<file path="src/rtl/ysyx_23060203_lsu_read_if.sv">
// AXI4 read-channel bundle between the LSU load path and the crossbar.
// "out" is the initiator view, "in" the responder view.
interface axi_if;
    localparam int unsigned ADDR_W = 32;
    localparam int unsigned DATA_W = 32;
    localparam int unsigned ID_W   = 4;
    localparam int unsigned LEN_W  = 8;

    logic [ADDR_W-1:0] araddr;
    logic              arvalid;
    logic              arready;
    logic [LEN_W-1:0]  arlen;
    logic [2:0]        arsize;
    logic [1:0]        arburst;
    logic [ID_W-1:0]   arid;

    logic [DATA_W-1:0] rdata;
    logic [1:0]        rresp;
    logic              rvalid;
    logic              rlast;
    logic [ID_W-1:0]   rid;
    logic              rready;

    modport out (
        output araddr, arvalid, arlen, arsize, arburst, arid, rready,
        input  arready, rdata, rresp, rvalid, rlast, rid
    );

    modport in (
        input  araddr, arvalid, arlen, arsize, arburst, arid, rready,
        output arready, rdata, rresp, rvalid, rlast, rid
    );
endinterface

</file>
<file path="src/rtl/ysyx_23060203_lsu_read.sv">
// LSU load initiator: one outstanding single-beat AXI4 read, lane extract and
// sign/zero extension of the returned word; misaligned loads never reach the bus.
module ysyx_23060203_lsu_read #(
    parameter int unsigned AXI_ID = 0
) (
    input  logic        clock,
    input  logic        reset,
    input  logic        req_valid,
    output logic        req_ready,
    input  logic [31:0] req_addr,
    input  logic [1:0]  req_size,
    input  logic        req_signed,
    output logic        resp_valid,
    input  logic        resp_ready,
    output logic [31:0] resp_data,
    output logic        resp_err,
    axi_if.out          read
);
    localparam int unsigned DATA_W = 32;
    localparam int unsigned ID_W   = 4;
    localparam int unsigned LEN_W  = 8;

    localparam logic [1:0] SIZE_BYTE = 2'd0;
    localparam logic [1:0] SIZE_HALF = 2'd1;
    localparam logic [1:0] SIZE_WORD = 2'd2;
    localparam logic [1:0] RESP_OKAY = 2'b00;
    localparam logic [1:0] BURST_INC = 2'b01;

    typedef enum logic [1:0] {
        S_IDLE,
        S_AR,
        S_R,
        S_RESP
    } state_t;

    state_t      state;
    logic [1:0]  off_q;
    logic [1:0]  size_q;
    logic        signed_q;

    logic              misaligned_c;
    logic [DATA_W-1:0] lane_c;
    logic [DATA_W-1:0] ext_c;
    logic              unused_c;

    // Single-beat, fixed-ID read: only address and size vary per request.
    assign read.arlen   = LEN_W'(0);
    assign read.arburst = BURST_INC;
    assign read.arid    = ID_W'(AXI_ID);

    // Responder-side beat tagging is not needed with one outstanding read.
    assign unused_c = ^{read.rlast, read.rid};

    // Reserved size counts as misaligned so it also short-circuits the bus.
    always_comb begin
        misaligned_c = 1'b0;
        unique case (req_size)
            SIZE_BYTE: misaligned_c = 1'b0;
            SIZE_HALF: misaligned_c = req_addr[0];
            SIZE_WORD: misaligned_c = (req_addr[1:0] != 2'b00);
            default:   misaligned_c = 1'b1;
        endcase
    end

    // Shift the addressed lane down to bit 0, then extend to the full word.
    always_comb begin
        lane_c = read.rdata >> {off_q, 3'b000};
        ext_c  = lane_c;
        unique case (size_q)
            SIZE_BYTE: ext_c = {{24{signed_q & lane_c[7]}}, lane_c[7:0]};
            SIZE_HALF: ext_c = {{16{signed_q & lane_c[15]}}, lane_c[15:0]};
            default:   ext_c = lane_c;
        endcase
    end

    always_ff @(posedge clock) begin
        if (reset) begin
            state        <= S_IDLE;
            off_q        <= 2'b00;
            size_q       <= SIZE_BYTE;
            signed_q     <= 1'b0;
            req_ready    <= 1'b1;
            read.arvalid <= 1'b0;
            read.araddr  <= '0;
            read.arsize  <= 3'b000;
            read.rready  <= 1'b0;
            resp_valid   <= 1'b0;
            resp_data    <= '0;
            resp_err     <= 1'b0;
        end else begin
            unique case (state)
                S_IDLE: begin
                    if (req_valid) begin
                        off_q     <= req_addr[1:0];
                        size_q    <= req_size;
                        signed_q  <= req_signed;
                        req_ready <= 1'b0;
                        if (misaligned_c) begin
                            state      <= S_RESP;
                            resp_valid <= 1'b1;
                            resp_err   <= 1'b1;
                            resp_data  <= '0;
                        end else begin
                            state        <= S_AR;
                            read.arvalid <= 1'b1;
                            read.araddr  <= req_addr;
                            read.arsize  <= {1'b0, req_size};
                        end
                    end
                end
                S_AR: begin
                    if (read.arready) begin
                        state        <= S_R;
                        read.arvalid <= 1'b0;
                        read.rready  <= 1'b1;
                    end
                end
                S_R: begin
                    if (read.rvalid) begin
                        state       <= S_RESP;
                        read.rready <= 1'b0;
                        resp_valid  <= 1'b1;
                        resp_err    <= (read.rresp != RESP_OKAY);
                        resp_data   <= (read.rresp != RESP_OKAY) ? '0 : ext_c;
                    end
                end
                S_RESP: begin
                    if (resp_ready) begin
                        state      <= S_IDLE;
                        resp_valid <= 1'b0;
                        req_ready  <= 1'b1;
                    end
                end
                default: state <= S_IDLE;
            endcase
        end
    end
endmodule

</file>
<file path="src/flat_wrapper.sv">
// flat-port wrapper written by rule: the top's interface ports become plain ports
module ysyx_23060203_lsu_read_flat 
#(
    parameter int unsigned AXI_ID = 0
)
  (clock, reset, req_valid, req_ready, req_addr, req_size, req_signed, resp_valid, resp_ready, resp_data, resp_err, read_araddr, read_arvalid, read_arlen, read_arsize, read_arburst, read_arid, read_rready, read_arready, read_rdata, read_rresp, read_rvalid, read_rlast, read_rid);
  axi_if read_i ();
  input  logic clock;
  input  logic reset;
  input  logic req_valid;
  output logic req_ready;
  input  logic [31:0] req_addr;
  input  logic [1:0] req_size;
  input  logic req_signed;
  output logic resp_valid;
  input  logic resp_ready;
  output logic [31:0] resp_data;
  output logic resp_err;
  output wire logic [$bits(read_i.araddr)-1:0] read_araddr;
  output wire logic [$bits(read_i.arvalid)-1:0] read_arvalid;
  output wire logic [$bits(read_i.arlen)-1:0] read_arlen;
  output wire logic [$bits(read_i.arsize)-1:0] read_arsize;
  output wire logic [$bits(read_i.arburst)-1:0] read_arburst;
  output wire logic [$bits(read_i.arid)-1:0] read_arid;
  output wire logic [$bits(read_i.rready)-1:0] read_rready;
  input wire logic [$bits(read_i.arready)-1:0] read_arready;
  input wire logic [$bits(read_i.rdata)-1:0] read_rdata;
  input wire logic [$bits(read_i.rresp)-1:0] read_rresp;
  input wire logic [$bits(read_i.rvalid)-1:0] read_rvalid;
  input wire logic [$bits(read_i.rlast)-1:0] read_rlast;
  input wire logic [$bits(read_i.rid)-1:0] read_rid;
  assign read_araddr = read_i.araddr;
  assign read_arvalid = read_i.arvalid;
  assign read_arlen = read_i.arlen;
  assign read_arsize = read_i.arsize;
  assign read_arburst = read_i.arburst;
  assign read_arid = read_i.arid;
  assign read_rready = read_i.rready;
  assign read_i.arready = read_arready;
  assign read_i.rdata = read_rdata;
  assign read_i.rresp = read_rresp;
  assign read_i.rvalid = read_rvalid;
  assign read_i.rlast = read_rlast;
  assign read_i.rid = read_rid;
  ysyx_23060203_lsu_read #(.AXI_ID(AXI_ID)) u_core (.clock(clock), .reset(reset), .req_valid(req_valid), .req_ready(req_ready), .req_addr(req_addr), .req_size(req_size), .req_signed(req_signed), .resp_valid(resp_valid), .resp_ready(resp_ready), .resp_data(resp_data), .resp_err(resp_err), .read(read_i));
endmodule
</file>
<file path="config.mk">
export PLATFORM = sky130hd
export DESIGN_NAME = ysyx_23060203_lsu_read_flat
export DESIGN_NICKNAME = d
export VERILOG_FILES = /design/src/rtl/ysyx_23060203_lsu_read_if.sv /design/src/rtl/ysyx_23060203_lsu_read.sv /design/src/flat_wrapper.sv
export SDC_FILE = /design/constraint.sdc
export NUM_CORES = 1
export LEC_CHECK = 0
export CORE_UTILIZATION = 31
export CTS_CLUSTER_DIAMETER = 60
export DETAILED_ROUTE_END_ITERATION = 12
export GPL_TIMING_DRIVEN = 1
export PLACE_DENSITY_LB_ADDON = 0.2
export SLEW_MARGIN = 30
export SYNTH_ARGS = -nofsm -noshare
export SYNTH_HDL_FRONTEND = slang
export SYNTH_SLANG_ARGS = --single-unit
</file>
<file path="constraint.sdc">
create_clock -name clock -period 2.9 [get_ports clock]
set_input_delay 0.435 -clock clock [delete_from_list [all_inputs] [get_ports clock]]
set_output_delay 0.435 -clock clock [all_outputs]
set_load 0.005 [all_outputs]
</file>
---- After elaboration in Yosys (flattened, before gate mapping) ----
Cells that the tools add are included.
operators by class
  equality and inequality tests ........... 12
  shift-type cells ........................ 1
  multiplexer cells ....................... 30
  bitwise logic cells ..................... 3
  reduce and logical (&&, ||, !) cells .... 18
operator list
  operator              number
  $mux W32              4
  $pmux W32 S2          2
  $shr A32 B5 Y32       1
  $mux W1               12
  $reduce_and A4 Y1     3
  $reduce_bool A2 Y1    6
  $mux W2               5
  $ne A2 B2 Y1 const B  5
  $reduce_and A3 Y1     3
  $pmux W1 S2           4
  $pmux W2 S4           1
  $eq A2 B1 Y1 const B  3
  $eq A2 B2 Y1 const B  3
  $logic_not A2 Y1      3
  $pmux W1 S3           2
  $reduce_and A5 Y1     1
  $reduce_bool A3 Y1    1
  $and A1 B1 Y1         2
  $ne A2 B1 Y1 const B  1
  $reduce_and A2 Y1     1
  $not A1 Y1            1
word-level totals
  register bits after elaboration ......... 78
  input port bits ......................... 80
  output and inout bits ................... 86
  logic and storage cells ................. 76

---- Logic depth before layout (Yosys ltp) ----
Gate-level depths: netlist of run 1.
  word-level depth ........................ 6
  depth in mapped cells ................... 9
  depth with buffers taken out ............ 7

---- Least setup slack after synthesis of run 1 ----
OpenSTA, ideal clock, no wires.
  path type ............................... flip-flop to flip-flop
  start point ............................. register u_core.state[0]
  end point ............................... register u_core.resp_data[24]
  setup time .............................. 0.060 ns
  arrival time ............................ 1.758 ns
  path slack .............................. 1.082 ns
  cell stages (with the launch flop) ...... 9
  path buffers ............................ 1
  clock period less this slack ............ 1.818 ns
  path through ............................ dfxtp_1 inv_1 ha_1 nor2b_1 nor2_1 and4_1 nor4bb_1 buf_2 a221o_1
between the ends
  longest elaborated chain between the ends .. 3
ends and longest elaborated chain
  element                                               line                           source
  start, declared                                       ysyx_23060203_lsu_read.sv:36   state_t state;
  start signal, assigned                                ysyx_23060203_lsu_read.sv:78   state <= S_IDLE;
  start signal, assigned                                ysyx_23060203_lsu_read.sv:99   state <= S_RESP;
  start signal, assigned                                ysyx_23060203_lsu_read.sv:104  state <= S_AR;
  $eq A2 B2 Y1 or $logic_not A2 Y1 (tied branches)      ysyx_23060203_lsu_read.sv:91   unique case (state)
  $ne A2 B2 Y1 (no line), or another cell as far along  --
  $reduce_and A4 Y1 (no line)                           --
  end signal, assigned                                  ysyx_23060203_lsu_read.sv:124  resp_data <= (read.rresp != RESP_OKAY) ? '0 : ext_c;
  end, declared                                         ysyx_23060203_lsu_read.sv:15   output logic [31:0] resp_data,
Several ways; a longest one is shown, not always the timed one.
A chain may end at the register's enable or synchronous reset.

---- Final worst setup path of run 1 ----
  start point ............................. register u_core.state[0]
  end point ............................... register u_core.resp_data[29]
Same word-level chain as after synthesis.

==> metrics.md, run 1 <==
| Metric | Value |
|---|---|
| Outcome | `completed` |
| Core ar. | `0.0110 mm²` |
| Final Hold Violating Endpoints | `0` |
| Nets | `626` |
| Die Ht | `between 100 and 150 µm` |
| Resize count post-CTS | `0` |
| H-tree levels | `3` |
| DP HPWL | `7.41 mm` |
| Cell taking the most area after synthesis | `dfxtp_1` |
| # Post-CTS Setup Buffers | `0` |
| Vias in the first global route | `3236` |
| Sw Ratio | `0.302` |
| Register area share after synthesis | `0.443` |
| Die ar. | `0.0118 mm²` |
| Skew final | `approximately 0.0056 ns` |
| Post-Route WL | `between 10 and 15 mm` |
| Yosys reg bits | `78` |
| Largest net degree at the start of global routing | `47` |
| DRT iter0 DRCs | `86` |
| Top post-synthesis cells by area | `dfxtp_1, nand2_1, a21oi_1` |
| Worst Path Max Fanout | `8` |
| Sequential cell area | `around 0.0016 mm²` |
| Final Cell Area | `about 0.0054 mm²` |
| Worst hold path type | `in2reg` |
| Total internal power | `roughly 2500 µW` |
| Gate Count Post-Synth | `405` |
| Number of CTS-inserted buffers | `9` |
| Hold-fix buffers at CTS | `0` |
| Initial Util | `0.321` |
| # fillers | `approximately 1100` |
| Sink Count | `78` |
| Worst-Margin Slew | `0.920 ns` |
| Met1 usage | `0.221` |
| Distinct cells, synth | `44` |
| Worst path required time | `3.17 ns` |
| Final Slew Violations | `0` |
| ANT cells | `0` |
| RePlAce Congestion | `about 0.74` |
| Data arrival, critical path | `2.66 ns` |
| Final period util | `0.825` |
| Placed inst area | `0.00506 mm²` |
| Crit path kind | `reg2reg` |
| Share of total power in the clock network | `0.342` |
| First-pass GRT wire length | `15.9 mm` |
| Share of cells above drive strength 1 | `0.0789` |
| DRC viols | `0` |
| Antenna violations before repair | `0` |
| Max-slew headroom | `0.382` |
| Crit. End Element | `register` |
| Wirelength per Cell | `14.9 µm` |
| GRT overflow | `0` |
| Floorplan die width | `around 110 µm` |
| Met3 usage | `0.0616` |
| M2 GR Usage | `0.270` |
| Cell leakage power | `0.00198 µW` |
| Post-synthesis average cell area | `8.71 µm²` |
| # setup viols final | `0` |
| Critical path startpoint category | `register` |
| Most frequent cells in the layout | `clkdlybuf4s50_1, nand2_1, dfxtp_1` |
| Unrepaired setup endpoints after global routing | `no` |
| Total design power | `3520 µW` |
| Combinational Power Share | `0.299` |
| Vias | `3298` |
| Clock buffer depth | `2` |
| TritonCTS clock tree | `built` |
| Total global-route track usage | `0.173` |
| Max-cap violation count | `0` |
| Yosys warnings | `0` |
| Row cnt | `38` |
| Commonest non-fill, non-tap cell in the layout | `clkdlybuf4s50_1` |
| Clock transition at path regs | `0.06 ns` |
| Pwr dens | `655 mW/mm²` |
| IO Pins | `166` |
| Peak VDD IR | `approximately 0.27 mV` |
| Multi-input gate area | `0.00177 mm²` |
| Tmin final | `2.39 ns` |
| Post-route ant nets | `0` |
| Setup_tns | `0 ns` |
| Seq pwr share | `0.358` |
| Synthesized area | `0.00353 mm²` |
| Most used routing layer | `met2` |
| Root Driver | `clkbuf_16` |
| P&R area growth vs syn | `52.4%` |
| Post-synth top area share | `0.443` |
| P_sw | `1060 µW` |
| Iteration count of the initial detailed-routing pass | `4` |
| F_max | `0.418 GHz` |
| Buffers added on ports | `145` |
| Vias per inst | `between 4 and 5` |
| Clk_lat worst skew | `0.32 ns` |
[layout make-up]
| class | count | area share |
|---|---|---|
| Clock inverter | 4 | 0.0130 |
| Multi-Input combinational cell | 292 | 0.329 |
| Clock buffer | 12 | 0.0458 |
| Inverter | 6 | 0.00419 |
| Tap cell | 140 | 0.0326 |
| Sequential cell | 78 | 0.290 |
| Timing Repair Buffer | 153 | 0.285 |
[routing by layer]
layer / part of all wire / routed length [µm]
met1: 0.46 / 4720
met4: 0.0091 / 93
met2: 0.43 / 4400
met5: 0 / 0
met3: 0.096 / 974
[registers in the layout, indices dropped and copies added (netlist names)]
name                 count
u_core.resp_data        32
u_core.off_q             2
u_core.read.arvalid      1
u_core.state             2
u_core.resp_valid        1
u_core.read.araddr      32
u_core.req_ready         1
u_core.read.rready       1
u_core.resp_err          1
u_core.read.arsize       2
u_core.signed_q          1
u_core.size_q            2
[power by group through the flow]
stage	clock network, µW	logic, µW	registers [µW]
4_1_cts	1240	1060	1260
5_1_grt	1280	1180	1280
3_5_place_dp	0	1060	1290
2_1_floorplan	0	638	1270
3_3_place_gp	0	1040	1280
6_report	1210	1050	1260
[per-stage QoR]
step	instances	hold slack [ns]	util	worst slack [ns]
after floorplan	418	0.453	-	1.08
after global routing	685	0.418	0.490	0.295
after detailed placement	669	0.446	0.461	0.341
after CTS	685	0.359	0.490	0.516
after global placement	669	0.441	0.460	0.121
final	685	0.367	0.490	0.508
[logic make-up (layout without fill, tap and decap cells)]
| logic type | after synthesis | count (layout) | share of synthesized area |
|---|---|---|---|
| xor gates and xnor gates | 1 | 1 | 0.00248 |
| DFF | 78 | 78 | 0.443 |
| AOI/OAI and AO/OA | 113 | 113 | 0.215 |
| adders and majority gates | 6 | 6 | 0.0213 |
| muxes | 28 | 28 | 0.0858 |
| and+or+nand+nor | 129 | 129 | 0.157 |
| other | 2 | 15 | 0.00213 |
| buffers and inverters | 48 | 175 | 0.0734 |
[cell usage after synthesis]
cell type,number
o311ai_0,1
o41ai_1,1
mux4_2,1
a32oi_1,8
a221o_1,9
dfxtp_1,78
a22oi_1,2
nor2b_1,2
nand2b_1,1
clkbuf_1,10
o221ai_1,1
a22o_1,16
buf_1,3
nand3b_1,1
a311oi_1,1
buf_2,12
o31ai_2,1
and3_1,2
nor3b_1,2
and4_1,1
mux2_2,8
a21boi_4,1
ha_1,6
buf_4,17
conb_1,2
nor4bb_1,1
a211oi_1,2
o21ai_1,2
nand4bb_1,1
inv_1,5
nor2_1,15
nor3b_2,1
xor2_1,1
nand3_1,2
nand2_1,94
o21ba_2,1
nor3_1,2
nor3_2,1
mux2i_1,19
o21ai_0,17
a21oi_2,2
a21oi_1,48
inv_2,1
and2_1,3
[final timing paths]
path / start / end / slack (ns) / cells after the start
setup / recovery: u_core.state[0] / u_core.resp_data[29] / 0.51 / 7
hold / removal: reset / u_core.req_ready / 0.37 / 3
setup reg to reg: u_core.state[0] / u_core.resp_data[29] / 0.51 / 7
hold reg to reg: u_core.read.araddr[2] / u_core.read.araddr[2] / 0.45 / 2
[worst max-delay path, stage by stage, from the launching register on]
cell,delay [ns]
dfxtp_1,0.42
inv_1,0.12
ha_1,0.29
nor2b_1,0.19
nor2_1,0.19
and4_1,0.24
nor4bb_2,0.68
a221o_1,0.21
No activity file was read; power rests on OpenSTA's default activity.
==> inputs of run 2 (changes only) <==
==> constraint.sdc (replaced) <==
create_clock -name clock -period 2.3 [get_ports clock]
set_input_delay 0.345 -clock clock [delete_from_list [all_inputs] [get_ports clock]]
set_output_delay 0.345 -clock clock [all_outputs]
set_load 0.005 [all_outputs]
==> metrics.md, run 2 (synthesis gave the netlist of run 1 again) <==
| Metric | Value |
|---|---|
| Setup_tns | `0 ns (unchanged)` |
| Post-route ant nets | `0 (unchanged)` |
| Row cnt | `38 (unchanged)` |
| ANT cells | `0 (unchanged)` |
| Iteration count of the initial detailed-routing pass | `4 (unchanged)` |
| Clock buffer depth | `2 (unchanged)` |
| GRT overflow | `0 (unchanged)` |
| First-pass GRT wire length | `16.5 mm (+3.4%)` |
| Peak VDD IR | `0.426 mV (+58%)` |
| Crit path kind | `reg2reg` |
| Max-cap violation count | `0 (unchanged)` |
| Number of CTS-inserted buffers | `9 (unchanged)` |
| Clock transition at path regs | `0.06 ns (about the same)` |
| TritonCTS clock tree | `built` |
| Vias per inst | `4.78 (-0.63%)` |
| Die Ht | `109 µm (unchanged)` |
| Floorplan die width | `109 µm (unchanged)` |
| CP Cell Sequence | `inv_1 -> ha_1 -> nor2b_1 -> buf_4 -> nor3_1 -> a32oi_1 -> nand2_1` |
| Critical Path Max Stage Delay | `0.74 ns (+0.06 ns)` |
| # setup viols final | `0 (unchanged)` |
| Worst-Margin Slew | `0.906 ns (-0.0136 ns)` |
| Worst hold path type | `in2reg` |
| H-tree levels | `3 (unchanged)` |
| Max-slew headroom | `0.391 (+0.00912)` |
| Initial Util | `0.321 (unchanged)` |
| Worst Path Max Fanout | `8 (unchanged)` |
| Clk_lat worst skew | `0.33 ns (about the same)` |
| Die ar. | `0.0118 mm² (unchanged)` |
| Crit. End Element | `register` |
| Final Slew Violations | `0 (unchanged)` |
| Final Hold Violating Endpoints | `0 (unchanged)` |
| Root Driver | `clkbuf_16` |
| Skew final | `0.0100 ns (+0.00438 ns)` |
| P&R area growth vs syn | `57.7%` |
| Cell leakage power | `0.00208 µW (+5.2%)` |
| Antenna violations before repair | `0 (unchanged)` |
| Vias in the first global route | `3350 (+3.5%)` |
| Share of cells above drive strength 1 | `0.113 (+0.0344)` |
| Tmin final | `2.08 ns (-0.315 ns)` |
| # Post-CTS Setup Buffers | `0 (unchanged)` |
| Core ar. | `0.0110 mm² (unchanged)` |
| Resize count post-CTS | `0 (unchanged)` |
| Total global-route track usage | `0.180 (+0.00719)` |
| Final Cell Area | `0.00556 mm² (+3.5%)` |
| Pwr dens | `834 mW/mm² (+27%)` |
| RePlAce Congestion | `0.792 (+6.6%)` |
| F_max | `0.481 GHz (+15%)` |
| Sink Count | `78 (unchanged)` |
| Critical path startpoint category | `register` |
| DRC viols | `0 (unchanged)` |
| Nets | `646 (+3.2%)` |
| Buffers added on ports | `145 (unchanged)` |
| IO Pins | `166 (unchanged)` |
| Vias | `3373 (+2.3%)` |
| Post-Route WL | `10.5 mm (+2.7%)` |
| Placed inst area | `0.00522 mm² (+3.2%)` |
| DP HPWL | `7.69 mm (+3.8%)` |
| DRT iter0 DRCs | `110 (+28%)` |
| Most frequent cells in the layout | `clkdlybuf4s50_1, nand2_1, dfxtp_1` |
| Slowest CP cell | `nor3_1` |
| Data arrival, critical path | `2.34 ns (-0.32 ns)` |
| Commonest non-fill, non-tap cell in the layout | `clkdlybuf4s50_1` |
| Worst path required time | `2.56 ns (-0.61 ns)` |
| Final period util | `0.903 (+0.0783)` |
| Wirelength per Cell | `14.8 µm (-0.24%)` |
| Biggest regs | `u_core.read.araddr (32), u_core.resp_data (32)` |
| Largest net degree at the start of global routing | `47 (unchanged)` |
| Hold-fix buffers at CTS | `0 (unchanged)` |
| Unrepaired setup endpoints after global routing | `no` |
| Outcome | `completed` |
## run 2: path summary, 6_finish.rpt
path	cells past startpoint	slack, ns	from	end
worst min register to register	2	0.45	u_core.read.araddr[31]	u_core.read.araddr[31]
worst min-delay path	3	0.28	reset	u_core.req_ready
worst max-delay path	7	0.22	u_core.state[0]	u_core.resp_data[19]
worst max register to register	7	0.22	u_core.state[0]	u_core.resp_data[19]
## run 2: layer usage
layer  GRT usage  share of wire
met5           0              0
met4      0.0579          0.011
met3      0.0538          0.092
met2       0.281           0.43
met1       0.238           0.46
## run 2: report_power, final
part / switching, µW / internal [µW] / leakage, µW
combinational: 751 / 757 / 0.00129
sequential: 96.9 / 1490 / 0.000633
clock: 566 / 983 / 0.000156
total: 1410 / 3230 / 0.00208
## run 2: metrics by stage
stage	std cells	total power, µW	hold WS (ns)	worst slack [ns]	utilization
2_1_floorplan	418	2400	0.453	0.482	-
3_3_place_gp	689	3070	0.440	-0.365	0.475
3_5_place_dp	689	3100	0.448	-0.134	0.476
4_1_cts	705	4670	0.292	0.107	0.505
5_1_grt	705	4910	0.308	0.0692	0.506
6_report	705	4640	0.281	0.223	0.506
## run 2: final cells by class
class                      instances  area (µm²)
fill                            1080        5420
tap                              140         175
timing repair buffer             173        1690
inverter                           6        22.5
clock buffer                      11         243
multi-input combinational        292        1790
sequential                        78        1560
clock inverter                     5        81.3
## run 2: critical path: cells and delay by family (launching register included)
kind,cells,cell delay [ns]
AOI/OAI and AO/OA,1,0.21
adders and majority gates,1,0.23
buffers and inverters,2,0.22
DFF,1,0.33
and+or+nand+nor,3,1.01
